**src/rtl/serial_subtractor_pkg.sv**
```systemverilog
// Shared definitions for the bit-serial subtractor: FSM state encoding and
// the helper that sizes the bit counter.
package serial_subtractor_pkg;

  typedef enum logic [1:0] {
    S_IDLE  = 2'd0,
    S_SHIFT = 2'd1,
    S_DONE  = 2'd2
  } state_e;

  // Counter width for a WIDTH-bit operand; never narrower than one bit.
  function automatic int cntW(input int width);
    return (width < 2) ? 1 : $clog2(width);
  endfunction

endpackage

```
**src/rtl/serial_subtractor_fs.sv**
```systemverilog
// Single-bit full-subtractor cell: d = a - b - borrow_in, with the borrow
// that the next more significant bit must absorb.
module full_subtractor_s (
  input  logic a,
  input  logic b,
  input  logic borrow_in,
  output logic d,
  output logic borrow_out
);

  assign d          = a ^ b ^ borrow_in;
  assign borrow_out = (~a & b) | (~(a ^ b) & borrow_in);

endmodule

```
**src/rtl/serial_subtractor.sv**
```systemverilog
// Bit-serial WIDTH-bit subtractor (diff = a - b), LSB first, one bit per
// clock through a single full-subtractor cell, with a start/busy/done handshake.
module serial_subtractor
  import serial_subtractor_pkg::*;
#(
  parameter int WIDTH = 8
) (
  input  logic             clk,
  input  logic             rst_n,
  input  logic             start,
  input  logic [WIDTH-1:0] a,
  input  logic [WIDTH-1:0] b,
  output logic             busy,
  output logic             done,
  output logic [WIDTH-1:0] diff,
  output logic             borrow_out
);

  localparam int                CNT_W    = cntW(WIDTH);
  localparam logic [CNT_W-1:0]  CNT_LAST = CNT_W'(WIDTH - 1);

  state_e             state_q, state_d;
  logic [WIDTH-1:0]   a_sr_q, a_sr_d;
  logic [WIDTH-1:0]   b_sr_q, b_sr_d;
  logic [WIDTH-1:0]   d_sr_q, d_sr_d;
  logic               borrow_q, borrow_d;
  logic [CNT_W-1:0]   cnt_q, cnt_d;
  logic [WIDTH-1:0]   diff_q, diff_d;
  logic               bout_q, bout_d;

  logic               cellD;
  logic               cellBorrow;

  full_subtractor_s u_cell (
    .a          (a_sr_q[0]),
    .b          (b_sr_q[0]),
    .borrow_in  (borrow_q),
    .d          (cellD),
    .borrow_out (cellBorrow)
  );

  always_ff @(posedge clk or negedge rst_n) begin
    if (!rst_n) begin
      state_q  <= S_IDLE;
      a_sr_q   <= '0;
      b_sr_q   <= '0;
      d_sr_q   <= '0;
      borrow_q <= 1'b0;
      cnt_q    <= '0;
      diff_q   <= '0;
      bout_q   <= 1'b0;
    end else begin
      state_q  <= state_d;
      a_sr_q   <= a_sr_d;
      b_sr_q   <= b_sr_d;
      d_sr_q   <= d_sr_d;
      borrow_q <= borrow_d;
      cnt_q    <= cnt_d;
      diff_q   <= diff_d;
      bout_q   <= bout_d;
    end
  end

  always_comb begin
    state_d  = state_q;
    a_sr_d   = a_sr_q;
    b_sr_d   = b_sr_q;
    d_sr_d   = d_sr_q;
    borrow_d = borrow_q;
    cnt_d    = cnt_q;
    diff_d   = diff_q;
    bout_d   = bout_q;

    case (state_q)
      S_IDLE: begin
        if (start) begin
          a_sr_d   = a;
          b_sr_d   = b;
          borrow_d = 1'b0;
          cnt_d    = '0;
          state_d  = S_SHIFT;
        end
      end

      S_SHIFT: begin
        d_sr_d   = {cellD, d_sr_q[WIDTH-1:1]};
        a_sr_d   = a_sr_q >> 1;
        b_sr_d   = b_sr_q >> 1;
        borrow_d = cellBorrow;
        // The counter parks on its last value rather than wrapping.
        if (cnt_q == CNT_LAST) begin
          diff_d  = {cellD, d_sr_q[WIDTH-1:1]};
          bout_d  = cellBorrow;
          state_d = S_DONE;
        end else begin
          cnt_d = cnt_q + 1'b1;
        end
      end

      S_DONE: begin
        state_d = S_IDLE;
      end

      default: begin
        state_d = S_IDLE;
      end
    endcase
  end

  assign busy       = (state_q != S_IDLE);
  assign done       = (state_q == S_DONE);
  assign diff       = diff_q;
  assign borrow_out = bout_q;

endmodule
```
**config.mk**
```make
export PLATFORM = sky130hd
export DESIGN_NAME = serial_subtractor
export DESIGN_NICKNAME = d
export VERILOG_FILES = /design/src/rtl/serial_subtractor_pkg.sv /design/src/rtl/serial_subtractor_fs.sv /design/src/rtl/serial_subtractor.sv
export SDC_FILE = /design/constraint.sdc
export NUM_CORES = 1
export LEC_CHECK = 0
export CAP_MARGIN = 20
export CORE_MARGIN = 2
export CORE_UTILIZATION = 57
export CTS_CLUSTER_DIAMETER = 50
export DETAILED_ROUTE_END_ITERATION = 7
export HOLD_SLACK_MARGIN = 0.06
export PLACE_DENSITY = 0.84
export REMOVE_ABC_BUFFERS = 1
export SLEW_MARGIN = 20
export SYNTH_ARGS = -nofsm -noshare
export SYNTH_HDL_FRONTEND = slang
export SYNTH_SLANG_ARGS = --single-unit
```
**constraint.sdc**
```tcl
create_clock -name clk -period 2.7 [get_ports clk]
set_input_delay 0.675 -clock clk [delete_from_list [all_inputs] [get_ports clk]]
set_output_delay 0.675 -clock clk [all_outputs]
set_load 0.02 [all_outputs]
```
==> flow_summary.ini, run 1 <==
[floorplan]
floorplan.initialDensity_pct = 60.24
die_w_um = 61.04
fp.dieH_um = 61.04
boundaryPins = 30
floorplan.core_area_um2 = 3078
die_area_um2 = 3725
std_cell_rows = 20

[clock_tree]
cts_root_buffer = sky130_fd_sc_hd__clkbuf_4
cts_tree = built
clkLatencyLatePin_ps = 350
tritoncts.num_buffers = 5
postCtsHoldBufs = 0
cts.repair_timing.setup_buffer_count = 0
clock_sinks = 38
cts-htree-levels = 2
cts.path.max_buffers = 2
cts_resized = 0
clkSlewWorstSetupHoldPaths_ps = 110

[pwr]
sw_frac_of_total_pct = 36.21
total_power_uw = 2322
power.density_cell_area_nw_per_um2 = 1062
clockPowerShare_pct = 13.3
share_seq_of_total_power_pct = 43.0
leakagePower_uw = 0.0009590
cell_internal_pwr_uw = 1481
power.switching_uw = 840.7
vdd_drop_max_uv = 515.6
combinationalPowerShare_pct = 43.8

[global_routing]
track_usage_pct = 21.15
globalRouteOverflowTotal = 0
initial_antenna_violation_count = 0
first_global_vias = 1261
grt_first_pass_wirelength_mm = 5.720
grt_start_max_net_pins = 39

[sta]
skew_ps = 3.655
max-slew-margin-rel_pct = 45.98
period_minus_slack_ps = 2212
worst_slew_pin_slew_ps = 810.3
portion_of_the_clock_cycle_consumed_by_the_worst_path_in_the_final_layout_pct = 81.91
slew_viol_final = 0
rsz0062_at_grt = false
finalSetupViolations = 0
setup-tns-final_ps = 0
final_report_hold_violation_count = 0
fmax_mhz = 452.2
postLayoutSetupSlackWorst_ps = 488.4

[worst_setup_path]
worst-endpoint-required_ps = 2030
cp_slowest_cell = sky130_fd_sc_hd__clkdlybuf4s50_1
critical_path_buf_inv_count = 1
endpoint_kind = output pin
max_stage_delay_ps = 540
criticalPathCategory = flop to output pin
path_cells = or2_1, clkdlybuf4s50_1
timing.critical_path.from_type = flop
path_delay_family = buffers and inverters
setup.reg_to_reg.worst_slack_ps = 1120
worstPathMaxFanout = 3
arr_time_crit_path_ps = 1540

[final_layout]
multiInputGateArea_um2 = 759.5
ff_latch_area_um2 = 950.9
design.final.nets = 194
area_growth_pct = 17.88
stdcell_count = 217
final_design_area_no_fill_um2 = 2186
filler_cell_count = 227
num_antenna_cells = 0
final_layout_size_suffix_gt1_share_pct = 13.29

[synthesis]
postSynthCellCount = 146
syn_area_per_cell_um2 = 12.70
ys.warnings.count = 0
synth_cell_types = 30
synth-seq-area-share_pct = 51.28
ys_ff_latch = 38
netlist_area_um2 = 1854

[drt]
ant_nets = 0
1st_pass_router_iterations = 4
post_drt_wl_per_cell_um = 15.60
vias_per_cell = 5.774
detailedRoute.firstIterationViolations = 68
remaining_drc_errors = 0
num_vias = 1253
drt_wl_total_mm = 3.385

[place]
placed_cells_incl_taps = 209
placement.cell_area_um2 = 2126
detailedPlace.worstSlack_ps = 456.4
routabilityCongestion = 0.7008
place.detailed.hpwl_mm = 2.390
port_buffers = 29

[hold_path]
type_of_the_tightest_min_delay_check = input pin to asynchronous set/reset pin

[run]
max_cap_violations = 0

[outcome]
run_status = finished, final reports clean
-- worst reg2reg max path: cells and delay by family (launching register included) --
family | cells | cell delay [ps]
adder cells (fa/ha/maj) | 2 | 490
flip-flops | 1 | 430
multiplexers | 1 | 350
AND/OR/NAND/NOR | 1 | 200
-- stage by stage --
stage / hold slack, ps / utilization (%)
floorplan: 379.4 / -
global placement: 462.4 / 69.07
detailed placement: 480.2 / 69.07
CTS: 439.4 / 71.02
global route: 473.5 / 71.02
finish: 408.8 / 71.02
-- final timing paths --
kind | startpoint | cells past startpoint | to
max in group asynchronous | rst_n | 1 | cnt_q[2]$_DFFE_PN0P_
max reg2reg | cnt_q[0]$_DFFE_PN0P_ | 4 | diff[4]$_DFFE_PN0P_
min reg2reg | diff[6]$_DFFE_PN0P_ | 1 | diff[6]$_DFFE_PN0P_
max | state_q[1]$_DFFE_PN0P_ | 2 | busy
min in group clk | diff[6]$_DFFE_PN0P_ | 1 | diff[6]$_DFFE_PN0P_
min | rst_n | 1 | b_sr_q[0]$_DFFE_PN0P_
-- layout make-up --
class	count	share of cell area, %
flip-flops and latches	38	43.50
clock buffers	7	2.519
repair buffers	32	14.08
inverters	14	2.404
clock inverters	1	0.2290
well taps	44	2.519
multi-input cells	81	34.75
-- cells in the mapped netlist, drive strengths merged --
master | count | area [um2]
nand3b | 1 | 20.02
mux2i | 1 | 10.01
dfrtp | 38 | 950.9
and3 | 1 | 6.260
nand2b | 5 | 38.78
or2 | 1 | 6.260
a211oi | 9 | 67.56
nor3b | 11 | 82.58
nor4bb | 2 | 20.02
clkbuf | 1 | 3.750
nand3 | 2 | 10.01
buf | 12 | 87.58
a211o | 3 | 26.28
o21ba | 1 | 10.01
a21oi | 1 | 5.000
o221a | 5 | 56.30
inv | 14 | 52.55
or4b | 5 | 50.05
ha | 2 | 25.02
o22ai | 1 | 6.260
mux2 | 15 | 168.9
fa | 1 | 20.02
nor4b | 10 | 87.58
o21bai | 1 | 18.77
o221ai | 2 | 17.52
nor2b | 1 | 6.260
-- routing by layer --
layer	track usage, %	up-vias	wire length [um]
met5	0	-	0
met4	9.006	0	78
met1	26.62	628	1490
met2	34.65	31	1678
met3	5.462	8	138
li1	-	586	-
-- power groups by stage --
stage,clock (uW),sequential [uW],combinational [uW]
after detailed placement,0,1010,1030
final,308,998,1020
after floorplan,0,1100,550
after CTS,317,1000,1030
after global routing,340,1030,1130
after global placement,0,990,966
-- layout by cell type, fill, tap and decap left out, drive strengths merged --
cell type,n
nor3b,11
a211oi,9
or4b,5
o21bai,1
mux2,15
a21oi,1
fa,1
nor2b,1
o221ai,2
and3,1
clkbuf,7
nor4b,10
mux2i,1
o221a,5
inv,14
clkdlybuf4s50,28
a211o,3
nand3b,1
ha,2
or2,1
o22ai,1
nor4bb,2
dfrtp,38
nand2b,5
nand3,2
clkinv,1
o21ba,1
buf,4
-- flip-flops by register name, summed over array words and instances, names as in the netlist --
signal and cells:
borrow_out 1, borrow_q 1, a_sr_q 8, cnt_q 3, diff 8, state_q 2
d_sr_q 7, b_sr_q 8
-- cell families after synthesis --
kind of cell,count (synthesis),share of synthesized area [%]
AOI/OAI and AO/OA,23,11.20
and+or+nand+nor,39,17.68
buffers and inverters,27,7.759
DFF,38,51.28
muxes,16,9.649
adders and majority gates,3,2.429
No activity file was read; power rests on OpenSTA's default activity.
==> run 2, diff against run 1 <==
--- a/config.mk
+++ b/config.mk
@@ -7,11 +7,11 @@
 export LEC_CHECK = 0
 export CAP_MARGIN = 20
 export CORE_MARGIN = 2
-export CORE_UTILIZATION = 57
+export CORE_UTILIZATION = 47
 export CTS_CLUSTER_DIAMETER = 50
 export DETAILED_ROUTE_END_ITERATION = 7
 export HOLD_SLACK_MARGIN = 0.06
-export PLACE_DENSITY = 0.84
+export PLACE_DENSITY = 0.74
 export REMOVE_ABC_BUFFERS = 1
 export SLEW_MARGIN = 20
 export SYNTH_ARGS = -nofsm -noshare
==> constraint.sdc (replaced) <==
create_clock -name clk -period 1.9 [get_ports clk]
set_input_delay 0.475 -clock clk [delete_from_list [all_inputs] [get_ports clk]]
set_output_delay 0.475 -clock clk [all_outputs]
set_load 0.02 [all_outputs]
==> flow_summary.ini, run 2 (same netlist as run 1, synthesis figures left out) <==
[outcome]
run_status = finished, final reports clean

[worst_setup_path]
timing.critical_path.from_type = flop
worstPathMaxFanout = 2
timing.rr.start = cnt_q[0]$_DFFE_PN0P_
max_stage_delay_ps = 600
cp_slowest_cell = sky130_fd_sc_hd__clkdlybuf4s50_1
path_delay_family = buffers and inverters
endpoint_kind = output pin
arr_time_crit_path_ps = 1230
critical_path.endpoint = diff[7]
criticalPathCategory = flop to output pin
setup.reg_to_reg.worst_slack_ps = 330
r2r_end = diff[5]$_DFFE_PN0P_
critical_path_buf_inv_count = 1
origin_of_the_worst_setup_path = diff[7]$_DFFE_PN0P_
timing.reg2reg.worst_path_depth = 4
path_cells = clkdlybuf4s50_1
worst-path-stages = 1
worst-endpoint-required_ps = 1420

[final_layout]
area_growth_pct = 23.14
multiInputGateArea_um2 = 759.5
design.final.nets = 195
num_antenna_cells = 0
mostFrequentLayoutCell = sky130_fd_sc_hd__dfrtp_1
final_design_area_no_fill_um2 = 2283
filler_cell_count = 313
final_layout_size_suffix_gt1_share_pct = 13.79
ff_latch_area_um2 = 950.9
layout_common_cells = 38 x sky130_fd_sc_hd__dfrtp_1, 27 x sky130_fd_sc_hd__clkdlybuf4s50_1, 14 x sky130_fd_sc_hd__inv_1

[place]
place.detailed.hpwl_mm = 2.258
routabilityCongestion = 0.7309
port_buffers = 29
placement.cell_area_um2 = 2143

[pwr]
vdd_drop_max_uv = 950.2
share_seq_of_total_power_pct = 38.4
leakagePower_uw = 0.001005
cell_internal_pwr_uw = 2481
power.switching_uw = 1180
clockPowerShare_pct = 22.8
combinationalPowerShare_pct = 38.8
sw_frac_of_total_pct = 32.23
power.density_cell_area_nw_per_um2 = 1603

[drt]
remaining_drc_errors = 0
post_drt_wl_per_cell_um = 15.14
ant_nets = 0
1st_pass_router_iterations = 4
num_vias = 1254
vias_per_cell = 5.649
drt_wl_total_mm = 3.360
detailedRoute.firstIterationViolations = 37

[clock_tree]
clkSlewWorstSetupHoldPaths_ps = 70
cts-htree-levels = 2
clkLatencyLatePin_ps = 280
tritoncts.num_buffers = 5
cts_root_buffer = sky130_fd_sc_hd__clkbuf_8
postCtsHoldBufs = 0
cts_tree = built
cts.path.max_buffers = 2
clock_sinks = 38

[sta]
rsz0062_at_grt = false
fmax_mhz = 585.1
finalSetupViolations = 0
setup-tns-final_ps = 0
period_minus_slack_ps = 1709
max-slew-margin-rel_pct = 68.75
final_report_hold_violation_count = 0
portion_of_the_clock_cycle_consumed_by_the_worst_path_in_the_final_layout_pct = 89.96
worst_slew_pin_slew_ps = 468.7
worst_hold_slack_ps = 484.3
slew_viol_final = 0
skew_ps = 3.157

[hold_path]
hold-path-cell-count = 1
type_of_the_tightest_min_delay_check = flop to flop

[floorplan]
floorplan.core_area_um2 = 3716
fp.dieH_um = 66.81
die_w_um = 66.81
die_area_um2 = 4464
floorplan.initialDensity_pct = 49.90
std_cell_rows = 22
boundaryPins = 30

[global_routing]
initial_antenna_violation_count = 0
grt_start_max_net_pins = 39
track_usage_pct = 17.73
globalRouteOverflowTotal = 0
grt_first_pass_wirelength_mm = 5.961
first_global_vias = 1305

[run]
max_cap_violations = 0
[run 2: what timing repair did]
action | 4_1_cts | 5_1_grt
buffers inserted | 0 | 0
resized for setup | 2 | 0
endpoints found under the setup margin | 2 | 0
[run 2: stage by stage]
step	utilization, %	total power, uW	setup slack, ps	cells
global route	61.45	3943	119.1	222
global placement	57.68	2789	69.31	214
floorplan	-	2346	216.8	133
finish	61.45	3661	190.8	222
CTS	61.45	3710	166.6	222
detailed placement	57.68	2872	23.31	214
[run 2: cell type report]
type,count,share of cell area [%]
sequential,38,41.64
multi-input combinational,81,33.26
timing repair buffer,33,13.92
clock buffer,6,3.616
clock inverter,2,2.630
tap,48,2.630
inverter,14,2.301
[run 2: layer usage]
metal  global-route usage, %  vias up  routed length, um
met5                       0        -                  0
met4                   6.122        0                 51
met3                   3.041        6                165
met2                   29.63       32               1662
met1                   23.24      628               1480
li1                        -      588                  -
[run 2: worst min path at each step]
stage	end	startpoint
2_1_floorplan	a_sr_q[0]$_DFFE_PN0P_	rst_n
3_3_place_gp	diff[0]$_DFFE_PN0P_	d_sr_q[1]$_DFFE_PN0P_
3_5_place_dp	diff[0]$_DFFE_PN0P_	d_sr_q[1]$_DFFE_PN0P_
4_1_cts	diff[0]$_DFFE_PN0P_	d_sr_q[1]$_DFFE_PN0P_
5_1_grt	diff[0]$_DFFE_PN0P_	diff[0]$_DFFE_PN0P_
6_report	diff[0]$_DFFE_PN0P_	d_sr_q[1]$_DFFE_PN0P_
[run 2: power groups by stage]
stage          registers [uW]  logic [uW]  clock network (uW)
2_1_floorplan            1560         781                   0
3_3_place_gp             1410        1380                   0
3_5_place_dp             1420        1450                   0
4_1_cts                  1410        1450                 853
5_1_grt                  1460        1600                 881
6_report                 1410        1420                 836
